[src/rtl/audio_mixer_sd.sv]
// Stereo audio back-end: time-multiplexed volume/enable mixer, one channel per slot,
// with a saturated per-frame mix feeding two first-order sigma-delta bitstream DACs.
module audio_mixer_sd #(
  parameter int NCH = 4,
  parameter int W   = 8
) (
  input  logic             clkdac,
  input  logic             reset_n,
  input  logic [NCH*W-1:0] ch_sample,
  input  logic [NCH*4-1:0] ch_vol,
  input  logic [NCH-1:0]   ch_en_l,
  input  logic [NCH-1:0]   ch_en_r,
  input  logic             mute,
  output logic [W-1:0]     mix_l,
  output logic [W-1:0]     mix_r,
  output logic             frame_strb,
  output logic             audio_l,
  output logic             audio_r
);

  localparam int SW = $clog2(NCH);
  localparam int TW = W + 4;
  localparam int AW = TW + SW;
  localparam int LW = W + 2;
  localparam logic [SW-1:0] LAST    = SW'(NCH - 1);
  localparam logic [LW-1:0] SD_INIT = LW'(1) << W;

  // Index 0 is the left side, index 1 the right side.
  logic [SW-1:0] slot_q, slot_d;
  logic [AW-1:0] acc_q [2];
  logic [AW-1:0] acc_d [2];
  logic [W-1:0]  mix_q [2];
  logic [W-1:0]  mix_d [2];
  logic [LW-1:0] sd_q  [2];
  logic [LW-1:0] sd_d  [2];
  logic [1:0]    audio_q, audio_d;
  logic          strb_q, strb_d;

  logic [W-1:0]    smp;
  logic [3:0]      vol;
  logic [1:0]      en;
  logic [TW-1:0]   term;
  logic [AW-1:0]   sum    [2];
  logic [AW-5:0]   scaled [2];

  // NOTE: every signal assigned in always_comb gets a default first, so no path leaves it unassigned and no latch is inferred.
  always_comb begin
    smp = '0;
    vol = '0;
    en  = '0;
    for (int k = 0; k < NCH; k++) begin
      if (slot_q == SW'(k)) begin
        smp = ch_sample[k*W +: W];
        vol = ch_vol[k*4 +: 4];
        en  = {ch_en_r[k], ch_en_l[k]};
      end
    end
    term = TW'(smp) * TW'(vol);
  end

  always_comb begin
    slot_d  = (slot_q == LAST) ? '0 : slot_q + 1'b1;
    strb_d  = (slot_q == LAST);
    audio_d = '0;
    for (int s = 0; s < 2; s++) begin
      // Slot 0 starts a fresh sum from the term alone, so no clear cycle is needed.
      sum[s]    = ((slot_q == '0) ? AW'(0) : acc_q[s]) + (en[s] ? AW'(term) : AW'(0));
      acc_d[s]  = sum[s];
      scaled[s] = sum[s][AW-1:4];
      mix_d[s]  = mix_q[s];
      if (strb_d) begin
        if (mute)                    mix_d[s] = '0;
        else if (|scaled[s][AW-5:W]) mix_d[s] = '1;
        else                         mix_d[s] = scaled[s][W-1:0];
      end
      // Feedback subtracts 2^W whenever the latch MSB is set (two's-complement add of {1,1}<<W).
      sd_d[s]    = sd_q[s] + LW'(mix_q[s]) + {sd_q[s][LW-1], sd_q[s][LW-1], W'(0)};
      audio_d[s] = sd_q[s][LW-1];
    end
  end

  // NOTE: sequential state uses non-blocking assignments so every register samples pre-edge values.
  always_ff @(posedge clkdac or negedge reset_n) begin
    if (!reset_n) begin
      slot_q  <= '0;
      strb_q  <= 1'b0;
      audio_q <= '0;
      for (int s = 0; s < 2; s++) begin
        acc_q[s] <= '0;
        mix_q[s] <= '0;
        sd_q[s]  <= SD_INIT;
      end
    end else begin
      slot_q  <= slot_d;
      strb_q  <= strb_d;
      audio_q <= audio_d;
      for (int s = 0; s < 2; s++) begin
        acc_q[s] <= acc_d[s];
        mix_q[s] <= mix_d[s];
        sd_q[s]  <= sd_d[s];
      end
    end
  end

  assign mix_l      = mix_q[0];
  assign mix_r      = mix_q[1];
  assign frame_strb = strb_q;
  assign audio_l    = audio_q[0];
  assign audio_r    = audio_q[1];

endmodule

[config.mk]
export PLATFORM = sky130hd
export DESIGN_NAME = audio_mixer_sd
export DESIGN_NICKNAME = d
export VERILOG_FILES = /design/src/rtl/audio_mixer_sd.sv
export SDC_FILE = /design/constraint.sdc
export NUM_CORES = 1
export LEC_CHECK = 0
export BUFFER_PORTS_ARGS = -buffer_cell sky130_fd_sc_hd__buf_2
export CAP_MARGIN = 20
export CELL_PAD_IN_SITES_DETAIL_PLACEMENT = 0
export CELL_PAD_IN_SITES_GLOBAL_PLACEMENT = 1
export CORE_ASPECT_RATIO = 0.7
export CORE_UTILIZATION = 48
export DETAILED_ROUTE_END_ITERATION = 7
export GPL_TIMING_DRIVEN = 1
export PLACE_DENSITY = 0.87
export SYNTH_ARGS = -nofsm -noshare
export SYNTH_HDL_FRONTEND = slang
export SYNTH_SLANG_ARGS = --single-unit
[constraint.sdc]
create_clock -name clkdac -period 15.41 [get_ports clkdac]
set_clock_uncertainty 0.05 [all_clocks]
set_input_delay 2.3115 -clock clkdac [delete_from_list [all_inputs] [get_ports clkdac]]
set_output_delay 2.3115 -clock clkdac [all_outputs]
set_load 0.02 [all_outputs]
* Word level (Yosys, flattened, before mapping)
Cells that the tools add are included.
** Storage, ports and cells
- Register bits :: 69
- Input port bits :: 59
- Output and inout port bits :: 19
** Operators by class
- Equality and inequality tests :: 3
- Add/subtract/negate cells :: 7
- Mux-type cells :: 21
- Multiply operators :: 1
- Reduce and logical (&&, ||, !) cells :: 3
** Operator list (count)
- $mux W8 :: 8
- $add A14 B12 Y14 :: 2
- $mux W14 :: 2
- $mux W12 :: 2
- $add A10 B10 Y10 :: 2
- $add A10 B8 Y10 :: 2
- $mux W4 :: 4
- $mul A8 B4 Y12 :: 1
- $mux W2 :: 5
- $eq A2 B2 Y1 const B :: 2
- $reduce_or A2 Y1 :: 2
- $add A2 B1 Y2 const B :: 1
- $eq A2 B1 Y1 const B :: 1
- $logic_not A2 Y1 :: 1

* Longest topological paths before layout
- Word-level depth :: 11
- Mapped depth :: 30

* Least setup slack after synthesis
No wires, ideal clock.
- Path type :: in2reg
- Start :: in ch_sample[0]
- End :: reg mix_q (netlist bit mix_l[7])
- Setup time :: 0.141 ns
- Slack :: 7.879 ns
- Buffers on the path :: 0
- Stages :: 24
- Data required time :: 15.219 ns
- Arrival :: 7.340 ns
- Path through :: nand3b_1 > a21oi_1 > a21oi_1 > nor2_1 > a21oi_1 > or2_2 > fa_1 > inv_1 > fa_1 > ha_1 > a21o_1 > a211oi_1 > nor2_1 > o41ai_1 > o21ai_0 > xnor2_1 > nor2_1 > ha_1 > inv_1 > or4_4 > a31o_1 > a211o_1 > a21oi_1 > o22ai_1
** Between the ends
- Longest elaborated chain between the ends :: 10
** Ends and longest elaborated chain
- start: declaration :: line 9 : input logic [NCH*W-1:0] ch_sample,
- $mux W8 * (4 in a row) :: line 52 : if (slot_q == SW'(k)) begin
- $mul A8 B4 Y12 * :: line 58 : term = TW'(smp) * TW'(vol);
- $mux W12 * :: line 67 : sum[s] = ((slot_q == '0) ? AW'(0) : acc_q[s]) + (en[s] ? AW'(term) : AW'(0));
- $add A14 B12 Y14 * :: line 67
- $reduce_or A2 Y1 :: line 73 : else if (|scaled[s][AW-5:W]) mix_d[s] = '1;
- $mux W8 * :: line 73
- $mux W8 * :: line 72 : if (mute) mix_d[s] = '0;
- end signal: indexed assignment :: line 99 : mix_q[s] <= mix_d[s];
- end: declaration :: line 32 : logic [W-1:0] mix_q [2];
Every way passes the cells marked *; elsewhere a longest branch is shown, timed or not.
A chain may end at the register's enable or synchronous reset.

* Worst setup path after layout
- Start :: in ch_vol[5]
- End :: reg mix_q (netlist bit mix_l[4])
** Between the ends
- Longest elaborated chain between the ends :: 9
** Ends and longest elaborated chain
- start: declaration :: line 10 : input logic [NCH*4-1:0] ch_vol,
- $mux W4 * (3 in a row) :: line 52
- $mul A8 B4 Y12 * :: line 58
- $mux W12 * :: line 67
- $add A14 B12 Y14 * :: line 67
- $reduce_or A2 Y1 :: line 73
- $mux W8 * :: line 73
- $mux W8 * :: line 72
Marks and branches as above.

==> impl_metrics.xml <==
<?xml version="1.0" encoding="UTF-8"?>
<metrics>
  <group name="layout">
    <metric name="final-instance-count-excl-fill" unit="">868</metric>
    <metric name="fillers" unit="">1033</metric>
    <metric name="sequential_cell_area" unit="um^2">1729</metric>
    <metric name="multiInputGateArea" unit="um^2">3456</metric>
    <metric name="drive_above_1_share" unit="%">14.97</metric>
    <metric name="fin_area" unit="um^2">6339</metric>
    <metric name="num-nets-final" unit="">847</metric>
    <metric name="area_growth_syn_to_layout" unit="%">15.56</metric>
    <metric name="n_antenna_cell" unit="">0</metric>
    <metric name="post-route-util" unit="%">57.36</metric>
  </group>
  <group name="global_routing">
    <metric name="grt_first_pass_wirelength" unit="um">21990</metric>
    <metric name="first_global_vias" unit="">4641</metric>
    <metric name="grt-ovfl-total" unit="">0</metric>
    <metric name="global_route.usage.total" unit="%">23.27</metric>
    <metric name="antenna_violations_before_repair" unit="">0</metric>
    <metric name="pin_count_of_the_biggest_net_entering_global_routing" unit="">70</metric>
  </group>
  <group name="floorplanning">
    <metric name="core-area" unit="um^2">11050</metric>
    <metric name="start_util" unit="%">49.64</metric>
    <metric name="std_cell_rows" unit="">32</metric>
    <metric name="die_h" unit="um">91.44</metric>
    <metric name="ios" unit="">78</metric>
    <metric name="chip_width" unit="um">129.8</metric>
    <metric name="dieArea" unit="um^2">11870</metric>
  </group>
  <group name="setup_path">
    <metric name="path_class" unit="">input pin to flip-flop</metric>
    <metric name="critical_path.max_stage_delay" unit="ns">0.54</metric>
    <metric name="critPathLaunchType" unit="">input pin</metric>
    <metric name="worst_ep_required_time" unit="ns">15.53</metric>
    <metric name="crit_arrival" unit="ns">8.15</metric>
    <metric name="critical_path.most_common_cell" unit="">sky130_fd_sc_hd__nor2_1</metric>
    <metric name="critical_path_peak_fanout" unit="">8</metric>
    <metric name="critical_path.endpoint_type" unit="">flip-flop</metric>
    <metric name="crit_path_top_delay_cell" unit="">sky130_fd_sc_hd__or4_4</metric>
  </group>
  <group name="cts">
    <metric name="hold_buffer_count_at_cts" unit="">0</metric>
    <metric name="cts_sinks" unit="">69</metric>
    <metric name="post_cts.repair.setup_buffers" unit="">0</metric>
    <metric name="htreeDepth" unit="">3</metric>
    <metric name="post_cts_resized" unit="">0</metric>
    <metric name="cts-root-buf" unit="">sky130_fd_sc_hd__clkbuf_16</metric>
    <metric name="tritoncts" unit="">done</metric>
    <metric name="clock_tree.buffer_depth" unit="">2</metric>
    <metric name="clk_transition_reported_paths" unit="ns">0.06</metric>
    <metric name="tritoncts.num_buffers" unit="">9</metric>
    <metric name="clk_latency" unit="ns">0.33</metric>
  </group>
  <group name="timing">
    <metric name="timing.setup.tns" unit="ns">0</metric>
    <metric name="unrepaired_setup_endpoints_after_global_routing" unit="">false</metric>
    <metric name="actual_slew_at_the_worst_max_slew_pin" unit="ns">0.8989</metric>
    <metric name="maximum_clock_frequency" unit="MHz">124.5</metric>
    <metric name="hold_viol_final" unit="">0</metric>
    <metric name="timing.final.crit_period" unit="ns">8.035</metric>
    <metric name="timing.final.max_slew_violations" unit="">0</metric>
    <metric name="slew_headroom" unit="%">40.07</metric>
    <metric name="timing.hold.ws" unit="ns">0.3297</metric>
    <metric name="worst_setup_slack_final" unit="ns">7.375</metric>
    <metric name="min_period_over_period" unit="%">52.14</metric>
    <metric name="setup_violations" unit="">0</metric>
  </group>
  <group name="placement">
    <metric name="routability_congestion_estimate" unit="">0.8587</metric>
    <metric name="port-buffer-count" unit="">77</metric>
    <metric name="hpwl" unit="um">9620</metric>
    <metric name="numPlacedInstances" unit="">852</metric>
    <metric name="placement.cell_area" unit="um^2">6028</metric>
    <metric name="place_worst_setup_slack" unit="ns">7.112</metric>
  </group>
  <group name="route">
    <metric name="drtIter0Drc" unit="">203</metric>
    <metric name="wl_per_cell" unit="um">14.34</metric>
    <metric name="drt_pass1_iterations" unit="">5</metric>
    <metric name="post-route-drc-count" unit="">0</metric>
    <metric name="ant_nets" unit="">0</metric>
    <metric name="drt_wl_total" unit="um">12450</metric>
    <metric name="via_count" unit="">4634</metric>
    <metric name="routed_via_density" unit="">5.339</metric>
  </group>
  <group name="yosys">
    <metric name="syn_inst" unit="">635</metric>
    <metric name="seq_area_frac_synth" unit="%">31.52</metric>
    <metric name="async_reset_ff_share" unit="%">100.0</metric>
    <metric name="cell_area_after_synthesis" unit="um^2">5485</metric>
    <metric name="synth_top_flop_cell" unit="">sky130_fd_sc_hd__dfrtp_1</metric>
    <metric name="avgSynthCellArea" unit="um^2">8.638</metric>
    <metric name="number_of_warnings_printed_during_yosys_synthesis" unit="">0</metric>
    <metric name="synth-seq-cells" unit="">69</metric>
    <metric name="syn-num-nets" unit="">772</metric>
    <metric name="synth-edff-count" unit="">0</metric>
    <metric name="yosys.cell_types.count" unit="">50</metric>
  </group>
  <group name="min_path">
    <metric name="min-delay-path-class" unit="">flip-flop to flip-flop</metric>
  </group>
  <group name="power">
    <metric name="power_per_cell_area" unit="nW/um^2">153.1</metric>
    <metric name="total_leakage_power" unit="nW">3.270</metric>
    <metric name="finalPower" unit="uW">970.3</metric>
    <metric name="vdd_ir_drop_max" unit="mV">0.1057</metric>
  </group>
  <group name="outcome">
    <metric name="outcome" unit="">complete, no violations</metric>
  </group>
  <group name="flow_run">
    <metric name="maxCapViolCount" unit="">0</metric>
  </group>
</metrics>
worst max-delay path, delay by kind of cell:
kind	cells	cell delay, ns
buffers and inverters	3	0.25
adders and majority gates	4	1.52
xor gates and xnor gates	1	0.26
AOI/OAI and AO/OA	11	2.72
and+or+nand+nor	6	1.09
worst paths after layout:
kind                            startpoint  slack [ns]  cells past startpoint         end
worst max-delay path             ch_vol[5]        7.38                     25    mix_l[4]
worst min-delay path            audio_d[1]        0.33                      0  audio_q[1]
worst max register to register   slot_q[0]        7.87                     26    mix_l[4]
worst min register to register  audio_d[1]        0.33                      0  audio_q[1]
max in group asynchronous          reset_n       12.58                      2    acc_q[5]
min in group asynchronous          reset_n        2.12                      2   acc_q[16]
per-layer routing:
layer / vias up / part of all wire, % / GRT usage, %
li1: 2344 / - / -
met1: 2203 / 52 / 34.91
met2: 74 / 43 / 34.80
met3: 13 / 3.3 / 4.007
met4: 0 / 0.87 / 4.748
met5: - / 0 / 0
cell type report:
type	count	share of cell area, %
multi-input cells	487	54.52
well taps	153	3.020
inverters	61	3.612
repair buffers	82	6.672
flip-flops and latches	69	27.28
clock buffers	11	3.987
clock inverters	5	0.9080
where the power goes:
group | switching (mW) | leakage, nW | internal (mW)
clock network | 0.0780 | 0.156 | 0.134
logic | 0.277 | 2.24 | 0.206
registers | 0.0268 | 0.874 | 0.248
total | 0.382 | 3.27 | 0.588
registers in the layout, indices dropped and copies added (netlist names):
| signal | count |
|---|---|
| frame_strb | 1 |
| mix_l | 8 |
| acc_q | 28 |
| sd_q | 18 |
| slot_q | 2 |
| audio_q | 2 |
| mix_r | 8 |
| audio_d | 2 |
cells in the mapped netlist (all sizes together) (3+ instances only):
| library cell | n | area [um^2] |
|---|---|---|
| a21o | 13 | 97.59 |
| nand3 | 13 | 70.07 |
| a2111oi | 3 | 26.28 |
| nand2 | 19 | 71.32 |
| o21bai | 5 | 37.54 |
| o22ai | 16 | 100.1 |
| a22oi | 14 | 105.1 |
| xor2 | 13 | 113.9 |
| nor3 | 6 | 30.03 |
| or2 | 8 | 50.04 |
| nor2b | 36 | 225.2 |
| a211oi | 4 | 30.03 |
| xnor2 | 26 | 227.7 |
| dfrtp | 67 | 1677 |
| a31oi | 4 | 25.02 |
| buf | 5 | 22.52 |
| o21a | 5 | 37.54 |
| nand2b | 10 | 62.56 |
| fa | 16 | 320.3 |
| o21ai | 17 | 85.08 |
| and3 | 4 | 25.02 |
| inv | 61 | 229.0 |
| clkbuf | 13 | 48.80 |
| nor2 | 95 | 356.6 |
| ha | 62 | 775.7 |
| a21oi | 68 | 340.3 |
| o211ai | 3 | 22.52 |
| nand4 | 4 | 25.02 |
cells by family after synthesis:
kind of cell / Yosys count / synth area share (%)
simple gates: 204 / 17.91
compound gates: 164 / 18.52
buf+inv: 79 / 5.474
fa+ha+maj: 78 / 19.98
flops: 69 / 31.52
xor+xnor: 39 / 6.227
mux: 2 / 0.3650
cells in the final DEF, fill, tap and decap left out, types with 12 or more instances in the layout:
cell type / n
sky130_fd_sc_hd__nor2_1: 95
sky130_fd_sc_hd__buf_2: 77
sky130_fd_sc_hd__a21oi_1: 68
sky130_fd_sc_hd__dfrtp_1: 67
sky130_fd_sc_hd__ha_1: 62
sky130_fd_sc_hd__inv_1: 61
sky130_fd_sc_hd__nor2b_1: 36
sky130_fd_sc_hd__xnor2_1: 26
sky130_fd_sc_hd__nand2_1: 19
sky130_fd_sc_hd__o22ai_1: 16
sky130_fd_sc_hd__fa_1: 16
sky130_fd_sc_hd__o21ai_0: 15
sky130_fd_sc_hd__a22oi_1: 14
sky130_fd_sc_hd__a21o_1: 13
sky130_fd_sc_hd__xor2_1: 13
sky130_fd_sc_hd__nand3_1: 12
Power figures use the tool's default switching activity.
